==> src/rtl/peak_window_4bit.sv <==
// Windowed peak detector: tracks the max 4-bit sample and its first index over WIN accepted samples.
// Latency: result valid the cycle after the last sample of a window is accepted; comparator is combinational.
// Backpressure: one held result; while it waits on m_ready, s_ready is low and input is fully stalled.
module peak_window_4bit #(
    parameter int WIN = 8
) (
    input  logic       clk,
    input  logic       rst_n,
    input  logic       clear,
    input  logic       s_valid,
    output logic       s_ready,
    input  logic [3:0] s_data,
    output logic       m_valid,
    input  logic       m_ready,
    output logic [3:0] m_peak,
    output logic [3:0] m_index
);

    typedef enum logic [1:0] {
        EMPTY = 2'd0,
        ACCUM = 2'd1,
        HOLD  = 2'd2
    } state_t;

    localparam logic [3:0] LAST_IDX = 4'(WIN - 1);

    state_t     state;
    state_t     state_nxt;
    logic [3:0] peak;
    logic [3:0] pidx;
    logic [3:0] cnt;
    logic       accept;
    logic       emit;
    logic       gt;
    logic       last;

    assign s_ready = (state != HOLD);
    assign m_valid = (state == HOLD);
    assign m_peak  = peak;
    assign m_index = pidx;

    assign accept = s_valid & s_ready;
    assign emit   = m_valid & m_ready;
    // Strict compare: ties keep the earlier index.
    assign gt     = (s_data > peak);
    assign last   = (cnt == LAST_IDX);

    always_ff @(posedge clk or negedge rst_n) begin
        if (!rst_n) begin
            state <= EMPTY;
        end else begin
            state <= state_nxt;
        end
    end

    always_comb begin
        state_nxt = state;
        if (clear) begin
            state_nxt = EMPTY;
        end else begin
            case (state)
                EMPTY:   if (accept) state_nxt = ACCUM;
                ACCUM:   if (accept && last) state_nxt = HOLD;
                HOLD:    if (emit) state_nxt = EMPTY;
                default: state_nxt = EMPTY;
            endcase
        end
    end

    always_ff @(posedge clk or negedge rst_n) begin
        if (!rst_n) begin
            peak <= 4'd0;
            pidx <= 4'd0;
            cnt  <= 4'd0;
        end else if (clear) begin
            peak <= 4'd0;
            pidx <= 4'd0;
            cnt  <= 4'd0;
        end else if (accept) begin
            if (state == EMPTY) begin
                peak <= s_data;
                pidx <= 4'd0;
                cnt  <= 4'd1;
            end else begin
                if (gt) begin
                    peak <= s_data;
                    pidx <= cnt;
                end
                cnt <= last ? 4'd0 : cnt + 4'd1;
            end
        end
    end

endmodule

==> config.mk <==
export PLATFORM = sky130hd
export DESIGN_NAME = peak_window_4bit
export DESIGN_NICKNAME = d
export VERILOG_FILES = /design/src/rtl/peak_window_4bit.sv
export SDC_FILE = /design/constraint.sdc
export NUM_CORES = 1
export LEC_CHECK = 0
export CAP_MARGIN = 20
export CORE_AREA = 5 5 49 51
export DETAILED_ROUTE_END_ITERATION = 10
export DIE_AREA = 0 0 54 56
export HOLD_SLACK_MARGIN = 0.08
export PLACE_DENSITY = 0.7
export RECOVER_POWER = 50
export SYNTH_ARGS = -nofsm -noshare
export SYNTH_HDL_FRONTEND = slang
export SYNTH_SLANG_ARGS = --single-unit
export TNS_END_PERCENT = 100
==> constraint.sdc <==
create_clock -name clk -period 2.4 [get_ports clk]
set_input_delay 0.36 -clock clk [delete_from_list [all_inputs] [get_ports clk]]
set_output_delay 0.36 -clock clk [all_outputs]
set_load 0.02 [all_outputs]
==> impl_summary.log, run 1 <==
[metrics] nets@finish: 120
[metrics] total number of yosys warnings: 0
[metrics] number of antenna diodes: 0
[metrics] synth-to-layout area growth: 33.4%
[metrics] TritonCTS clock tree: built
[metrics] max-slew headroom at the worst pin: 55.1%
[metrics] standard cell area after detailed placement: roughly 0.0011 sq mm
[metrics] detail-routed via count per cell: a little under 5
[metrics] clock tree sinks: 14
[metrics] part of the Yosys area used for sequential elements: a little over two fifths
[metrics] slack of the critical path: between 0.4 and 0.5 ns
[metrics] number of vias after detailed routing: between 600 and 700
[metrics] post-synthesis instance total: 80
[metrics] worst slack at placement: 0.203 ns
[metrics] number of buffers added by the clock tree synthesis step: 3
[metrics] pin count of the biggest net entering global routing: 15
[metrics] Cell variety after synth: 26
[metrics] Pins Over Slew Limit: 0
[metrics] Synth Net Count: 94
[metrics] highest clock rate: ~500 MHz
[metrics] post-route cell area: roughly 0.0011 sq mm
[metrics] post-layout minimum cycle time: 1.95 ns
[metrics] number of cells upsized or downsized after cts: 0
[metrics] hold path cells: 2
[metrics] number of instances in the placed design: roughly 130
[metrics] post-CTS setup buffer count: 0
[metrics] Tcrit/Tclk final: between 80 and 90%
[metrics] overall fraction of global-route tracks in use: 12.8%
[metrics] sort of element at the end of the critical path: output pin
[metrics] number of setup violations in the final report: 0
[metrics] number of port buffers: 18
[metrics] antenna violations before repair: 0
[metrics] Detailed Route Iter0 Violations: 9
[metrics] layout cells sized above 1: approximately 14%
[metrics] final count of hold timing violations: 0
[metrics] Routed wire per std cell: approximately 12 um
[metrics] die outline width: roughly 54 um
[metrics] element type at the critical path start: register
[metrics] Clock Skews: a little under 0.0007 ns
[metrics] CP required: between 2 and 2.5 ns
[metrics] flops & latches, synth: 14
[metrics] worst slew pin tran: approximately 0.67 ns
[metrics] vias in the first global route: 700
[metrics] GPL Wtd Cong: between 0.7 and 0.8
[metrics] Min Hold Slack: roughly 0.52 ns
[metrics] unrepaired setup endpoints after global routing: no
[metrics] CTS root buffer: sky130_fd_sc_hd__clkbuf_4
[metrics] first drt pass iteration count: 4
[metrics] H-tree depth reported by CTS: 1
[metrics] final setup TNS: 0 ns
[metrics] min-delay worst type: reg2reg
[metrics] status: completed
[metrics] vertical die dimension: 56 um
[metrics] Pleak: roughly 0.00050 uW
[metrics] area enclosed by the die boundary: approximately 0.003 sq mm
[metrics] maximum clock path buffer count: 2
[metrics] Site Rows: 16
[metrics] drt total wl: about 1600 um
[metrics] number of max-capacitance violations reported: 0
[metrics] average footprint of a synthesized cell: ~10 sq um
[metrics] Reg clk slew, reported paths: roughly 0.090 ns
[metrics] data arrival time at the worst-slack endpoint: about 1.6 ns
[metrics] final cell count without fillers: around 130
[metrics] residual DRC count: 0
[metrics] Initial Utilization: a little over two fifths
[metrics] peak supply drop: 0.293 mV
[metrics] number of routed nets with antenna violations: 0
[metrics] insertion delay to the later sink of the worst-skew pair: 0.28 ns
[metrics] path depth of the worst reg2reg path: 7
[metrics] path type of the worst setup path: reg2out
[metrics] total of hold buffers inserted after clock tree synthesis: 0
[metrics] CP Max Fanout: 6
[metrics] core box area: 0.00190 sq mm
[metrics] summed instance area of the synthesized netlist: around 800 sq um
[metrics] PD cells: roughly 510 mW/mm^2
[metrics] global-route wire length before repair: 2900 um
[metrics] total gr overflow: 0
[metrics] number of ports placed on the die boundary: 19
[metrics] sum of net half-perimeters after detailed placement: 1280 um
==> report_power, final <==
part | internal (uW) | leakage (uW) | switching, uW
sequential | 247 | 0.000188 | 9.89
combinational | 62.3 | 0.000295 | 60.7
clock | 92.2 | 0.0000210 | 80.0
total | 401 | 0.000505 | 151
==> critical path, stage by stage (launching register included) <==
cell,delay [ns]
sky130_fd_sc_hd__dfrtp_1,0.46
sky130_fd_sc_hd__nand2b_4,0.20
sky130_fd_sc_hd__inv_1,0.06
sky130_fd_sc_hd__clkdlybuf4s50_1,0.60
==> layer usage <==
metal | up-vias | track usage [%] | share of wire (%)
li1 | 321 | - | -
met1 | 309 | 15.9 | 46
met2 | 12 | 19.9 | 49
met3 | 2 | 3.75 | 3.7
met4 | 0 | 5.69 | 0.73
met5 | - | 0 | 0
==> state kept, by name (all words and copies together), names as in the netlist <==
name     flops
cnt          4
m_index      4
m_peak       4
state        2
==> synthesized netlist by cell type <==
library cell               number  area share (%)
sky130_fd_sc_hd__mux2_4         1             1.8
sky130_fd_sc_hd__o32a_2         1             1.4
sky130_fd_sc_hd__nor2_1        10             4.6
sky130_fd_sc_hd__inv_1          9             4.1
sky130_fd_sc_hd__or2b_2         1             1.1
sky130_fd_sc_hd__nand3_1        1            0.61
sky130_fd_sc_hd__nor4_1         1            0.77
sky130_fd_sc_hd__nand2b_1       4             3.1
sky130_fd_sc_hd__a32oi_1        1             1.1
sky130_fd_sc_hd__nand2_1        7             3.2
sky130_fd_sc_hd__a21oi_1        2             1.2
sky130_fd_sc_hd__nand4_1        1            0.77
sky130_fd_sc_hd__mux2i_1        7             8.6
sky130_fd_sc_hd__buf_4          1            0.92
sky130_fd_sc_hd__ha_1           5             7.7
sky130_fd_sc_hd__a21oi_4        1             2.0
sky130_fd_sc_hd__o41ai_1        1             1.1
sky130_fd_sc_hd__and2b_1        2             1.8
sky130_fd_sc_hd__o211ai_1       1            0.92
sky130_fd_sc_hd__o21ai_0        4             2.5
sky130_fd_sc_hd__nor2b_1        1            0.77
sky130_fd_sc_hd__o21bai_2       1             1.4
sky130_fd_sc_hd__dfrtp_1       14              43
sky130_fd_sc_hd__nand2b_4       1             1.7
sky130_fd_sc_hd__nand3b_1       1            0.92
sky130_fd_sc_hd__a311oi_4       1             3.2
==> cell usage in the layout, fill, tap and decap left out, types with 4 or more instances in the layout <==
master and n:
sky130_fd_sc_hd__dfrtp_1 14, sky130_fd_sc_hd__nand2b_1 4, sky130_fd_sc_hd__o21ai_0 4, sky130_fd_sc_hd__buf_4 4, sky130_fd_sc_hd__nor2_1 10, sky130_fd_sc_hd__clkdlybuf4s50_1 15
sky130_fd_sc_hd__mux2i_1 7, sky130_fd_sc_hd__ha_1 5, sky130_fd_sc_hd__inv_1 9, sky130_fd_sc_hd__nand2_1 7
==> logic make-up (layout without fill, tap and decap cells) <==
| logic type | after synthesis | after routing | synth area share [%] |
|---|---|---|---|
| and+or+nand+nor | 30 | 30 | 19.3 |
| DFF | 14 | 14 | 42.9 |
| AOI/OAI and AO/OA | 13 | 13 | 14.7 |
| buffers and inverters | 10 | 35 | 5.05 |
| muxes | 8 | 8 | 10.4 |
| adders and majority gates | 5 | 5 | 7.66 |
==> through the flow <==
stage	total power, uW	util, %
after floorplan	329	-
after global placement	382	55.4
after detailed placement	386	55.4
after CTS	559	57.3
after global routing	578	57.3
final	552	57.3
==> final timing paths <==
kind                             from    endpoint  slack, ns
setup / recovery             state[0]     m_valid       0.45
hold / removal             m_index[0]  m_index[0]       0.52
setup reg to reg            m_peak[1]  m_index[2]       0.63
hold reg to reg            m_index[0]  m_index[0]       0.52
max in group asynchronous       rst_n  m_index[0]       1.42
min in group asynchronous       rst_n  m_index[3]       0.55
==> cell type report <==
type | count | area [sq um]
fill | 169 | 812
multi-input combinational | 56 | 425
sequential | 14 | 350
timing repair buffer | 22 | 210
clock buffer | 4 | 36.3
inverter | 9 | 33.8
tap | 27 | 33.8
Power figures use the tool's default switching activity.
==> run 2, diff against run 1 <==
- clock period: 2.4 -> 1.8 ns (I/O delays scaled with it)
==> run 2 against run 1 <==
Sequential power increased by 33%. Global-route usage increased by 1.0 points. Non-clock buffer count up 7. Setup slack got worse by 0.40 ns. Routed wire length grew 3.9%. Sequential share of layout area decreased by 1.6 points. Largest power group unchanged.
==> impl_summary.log, run 2 (same netlist as run 1, synthesis figures left out) <==
[metrics] status: completed (unchanged)
[metrics] residual DRC count: 0 (unchanged)
[metrics] Initial Utilization: 43.0% (unchanged)
[metrics] number of routed nets with antenna violations: 0 (unchanged)
[metrics] leading cell type in the layout, fill and taps excluded: sky130_fd_sc_hd__clkdlybuf4s50_1 (unchanged)
[metrics] Pins Over Slew Limit: 0 (unchanged)
[metrics] vertical die dimension: 56 um (unchanged)
[metrics] worst slack at placement: -0.369 ns (was 0.203 ns)
[metrics] CTS root buffer: sky130_fd_sc_hd__clkbuf_4 (unchanged)
[metrics] worst slew pin tran: 0.780 ns (was 0.671 ns)
[metrics] overall fraction of global-route tracks in use: 13.8% (was 12.8%)
[metrics] path depth of the worst reg2reg path: 6 (was 7)
[metrics] number of instances in the placed design: 135 (was 128)
[metrics] antenna violations before repair: 0 (unchanged)
[metrics] Slowest cell on crit path: sky130_fd_sc_hd__clkdlybuf4s50_1 (unchanged)
[metrics] Cell Chain, Critical Path: clkdlybuf4s50_1 > inv_1 > ha_1 > nor2b_4 > o211ai_1 > a311oi_4 > mux2_4 (was nand2b_4 > inv_1 > clkdlybuf4s50_1)
[metrics] number of max-capacitance violations reported: 0 (unchanged)
[metrics] insertion delay to the later sink of the worst-skew pair: 0.28 ns (about the same)
[metrics] H-tree depth reported by CTS: 1 (unchanged)
[metrics] slack of the critical path: 0.0481 ns (was 0.450 ns)
[metrics] number of port buffers: 18 (unchanged)
[metrics] maximum clock path buffer count: 2 (unchanged)
[metrics] die outline width: 54 um (unchanged)
[metrics] highest clock rate: between 500 and 600 MHz
[metrics] min-delay worst type: in2reg (was reg2reg)
[metrics] GPL Wtd Cong: 0.728 (was 0.762)
[metrics] number of ports placed on the die boundary: 19 (unchanged)
[metrics] fill count: 182 (was 169)
[metrics] WL met1: 797 um (was 752 um)
[metrics] Tcrit/Tclk final: about 97%
[metrics] Routed wire per std cell: 12.2 um (was 12.4 um)
[metrics] number of vias after detailed routing: 652 (was 644)
[metrics] longest individual stage delay on the worst path: 0.45 ns (was 0.60 ns)
[metrics] peak supply drop: 0.448 mV (was 0.293 mV)
[metrics] layout cells sized above 1: 21.4% (was 14.3%)
[metrics] path type of the worst setup path: in2reg (was reg2out)
[metrics] pin count of the biggest net entering global routing: 15 (unchanged)
[metrics] WL met3: 69 um (was 60 um)
[metrics] total gr overflow: 0 (unchanged)
[metrics] core box area: 0.00190 sq mm (unchanged)
[metrics] data arrival time at the worst-slack endpoint: 1.92 ns (was 1.59 ns)
[metrics] Min Hold Slack: 0.426 ns (was 0.520 ns)
[metrics] synth-to-layout area growth: 40.7% (was 33.4%)
[metrics] number of buffers added by the clock tree synthesis step: 3 (unchanged)
[metrics] element type at the critical path start: primary input (was register)
[metrics] vias in the first global route: 701 (was 700)
[metrics] CP Max Fanout: 3 (was 6)
[metrics] global-route wire length before repair: 3040 um (was 2900 um)
[metrics] hold path cells: 3 (was 2)
[metrics] Reg2Reg Setup Slack: 0.06 ns (was 0.63 ns)
[metrics] top routing layer in use: met4 (unchanged)
[metrics] final cell count without fillers: 139 (was 132)
[metrics] Detailed Route Iter0 Violations: 12 (was 9)
[metrics] drt total wl: 1700 um (was 1640 um)
[metrics] detail-routed via count per cell: 4.69 (was 4.88)
[metrics] Pleak: 0.000538 uW (was 0.000505 uW)
[metrics] max-slew headroom at the worst pin: 48.0% (was 55.1%)
[metrics] nets@finish: 127 (was 120)
[metrics] clock tree sinks: 14 (unchanged)
[metrics] Clock Skews: 0.00477 ns (was 0.000680 ns)
[metrics] unrepaired setup endpoints after global routing: yes (was no)
[metrics] Site Rows: 16 (unchanged)
[metrics] commonest cells after routing, fill and taps aside: sky130_fd_sc_hd__clkdlybuf4s50_1 (14), sky130_fd_sc_hd__dfrtp_1 (13), sky130_fd_sc_hd__nor2_1 (10), sky130_fd_sc_hd__buf_4 (9), sky130_fd_sc_hd__inv_1 (8) (was sky130_fd_sc_hd__clkdlybuf4s50_1 (15), sky130_fd_sc_hd__dfrtp_1 (14), sky130_fd_sc_hd__nor2_1 (10), sky130_fd_sc_hd__inv_1 (9))
[metrics] first drt pass iteration count: 4 (unchanged)
[metrics] number of antenna diodes: 0 (unchanged)
[metrics] number of setup violations in the final report: 0 (unchanged)
[metrics] final count of hold timing violations: 0 (unchanged)
[metrics] post-layout minimum cycle time: approximately 1.8 ns
[metrics] TritonCTS clock tree: built (unchanged)
[metrics] PD cells: 625 mW/mm^2 (was 506 mW/mm^2)
[metrics] sort of element at the end of the critical path: register (was output pin)
[metrics] area enclosed by the die boundary: 0.00302 sq mm (unchanged)
[metrics] CP required: 1.97 ns (was 2.04 ns)
[metrics] sum of net half-perimeters after detailed placement: 1300 um (was 1280 um)
[metrics] Reg clk slew, reported paths: 0.09 ns (about the same)
[metrics] met2 WL post-DR: 786 um (was 809 um)
-- run 2: cell count changes in the layout (fill, tap and decap cells not counted), moves of 2 or more --
| cell | delta |
|---|---|
| sky130_fd_sc_hd__clkbuf_1 | +2 |
| sky130_fd_sc_hd__dlygate4sd3_1 | -2 |
| sky130_fd_sc_hd__buf_4 | +5 |
| sky130_fd_sc_hd__dlygate4sd2_1 | +3 |
-- run 2: worst paths after layout --
check,start,to
worst max-delay path,s_data[0],m_peak[0]
worst min-delay path,s_data[1],m_peak[1]
worst max register to register,m_peak[1],m_peak[0]
worst min register to register,m_index[2],m_index[2]
max in group asynchronous,rst_n,m_peak[1]
min in group asynchronous,rst_n,m_index[2]
-- run 2: report_power, final --
group	leakage [uW]	internal (uW)	switching, uW
Combinational	0.000336	99.5	85.0
Clock	0.0000150	86.0	105
Sequential	0.000187	329	13.3
Total	0.000538	515	203
-- run 2: final cells by class --
cell class | instances | area, sq um | share of cell area [%]
multi-input combinational | 56 | 445 | 38.7
timing repair buffer | 29 | 259 | 22.5
sequential | 14 | 352 | 30.6
tap | 27 | 33.8 | 2.94
clock buffer | 4 | 26.3 | 2.29
inverter | 9 | 33.8 | 2.94
-- run 2: per-stage QoR --
stage / utilization, % / setup TNS [ns] / total power (uW) / cell area (sq um)
after floorplan: - / -0.456 / 443 / 831
after global placement: 58.9 / -2.26 / 525 / 1120
after detailed placement: 58.9 / -2.89 / 530 / 1120
after CTS: 60.3 / 0 / 726 / 1150
after global routing: 60.5 / -0.148 / 757 / 1150
final: 60.5 / 0 / 718 / 1150
-- run 2: routing by layer --
metal / global-route usage [%] / vias up
met5: 0 / -
met4: 8.54 / 0
met3: 2.41 / 4
met2: 20.9 / 14
met1: 17.5 / 298
li1: - / 336
-- run 2: what timing repair did --
item | CTS | global route
setup buffers | 0 | 0
hold buffers | 0 | 0
resized for setup | 4 | 2
endpoints found under the setup margin | 10 | 8
pin swaps | 2 | 0
endpoints found under the hold margin | 0 | 0
-- run 2: critical path, delay by kind of cell --
family,cells,cell delay (ns)
AO/OA/AOI/OAI,2,0.49
multiplexers,1,0.34
AND/OR/NAND/NOR,1,0.10
buffers and inverters,2,0.50
adder cells (fa/ha/maj),1,0.22
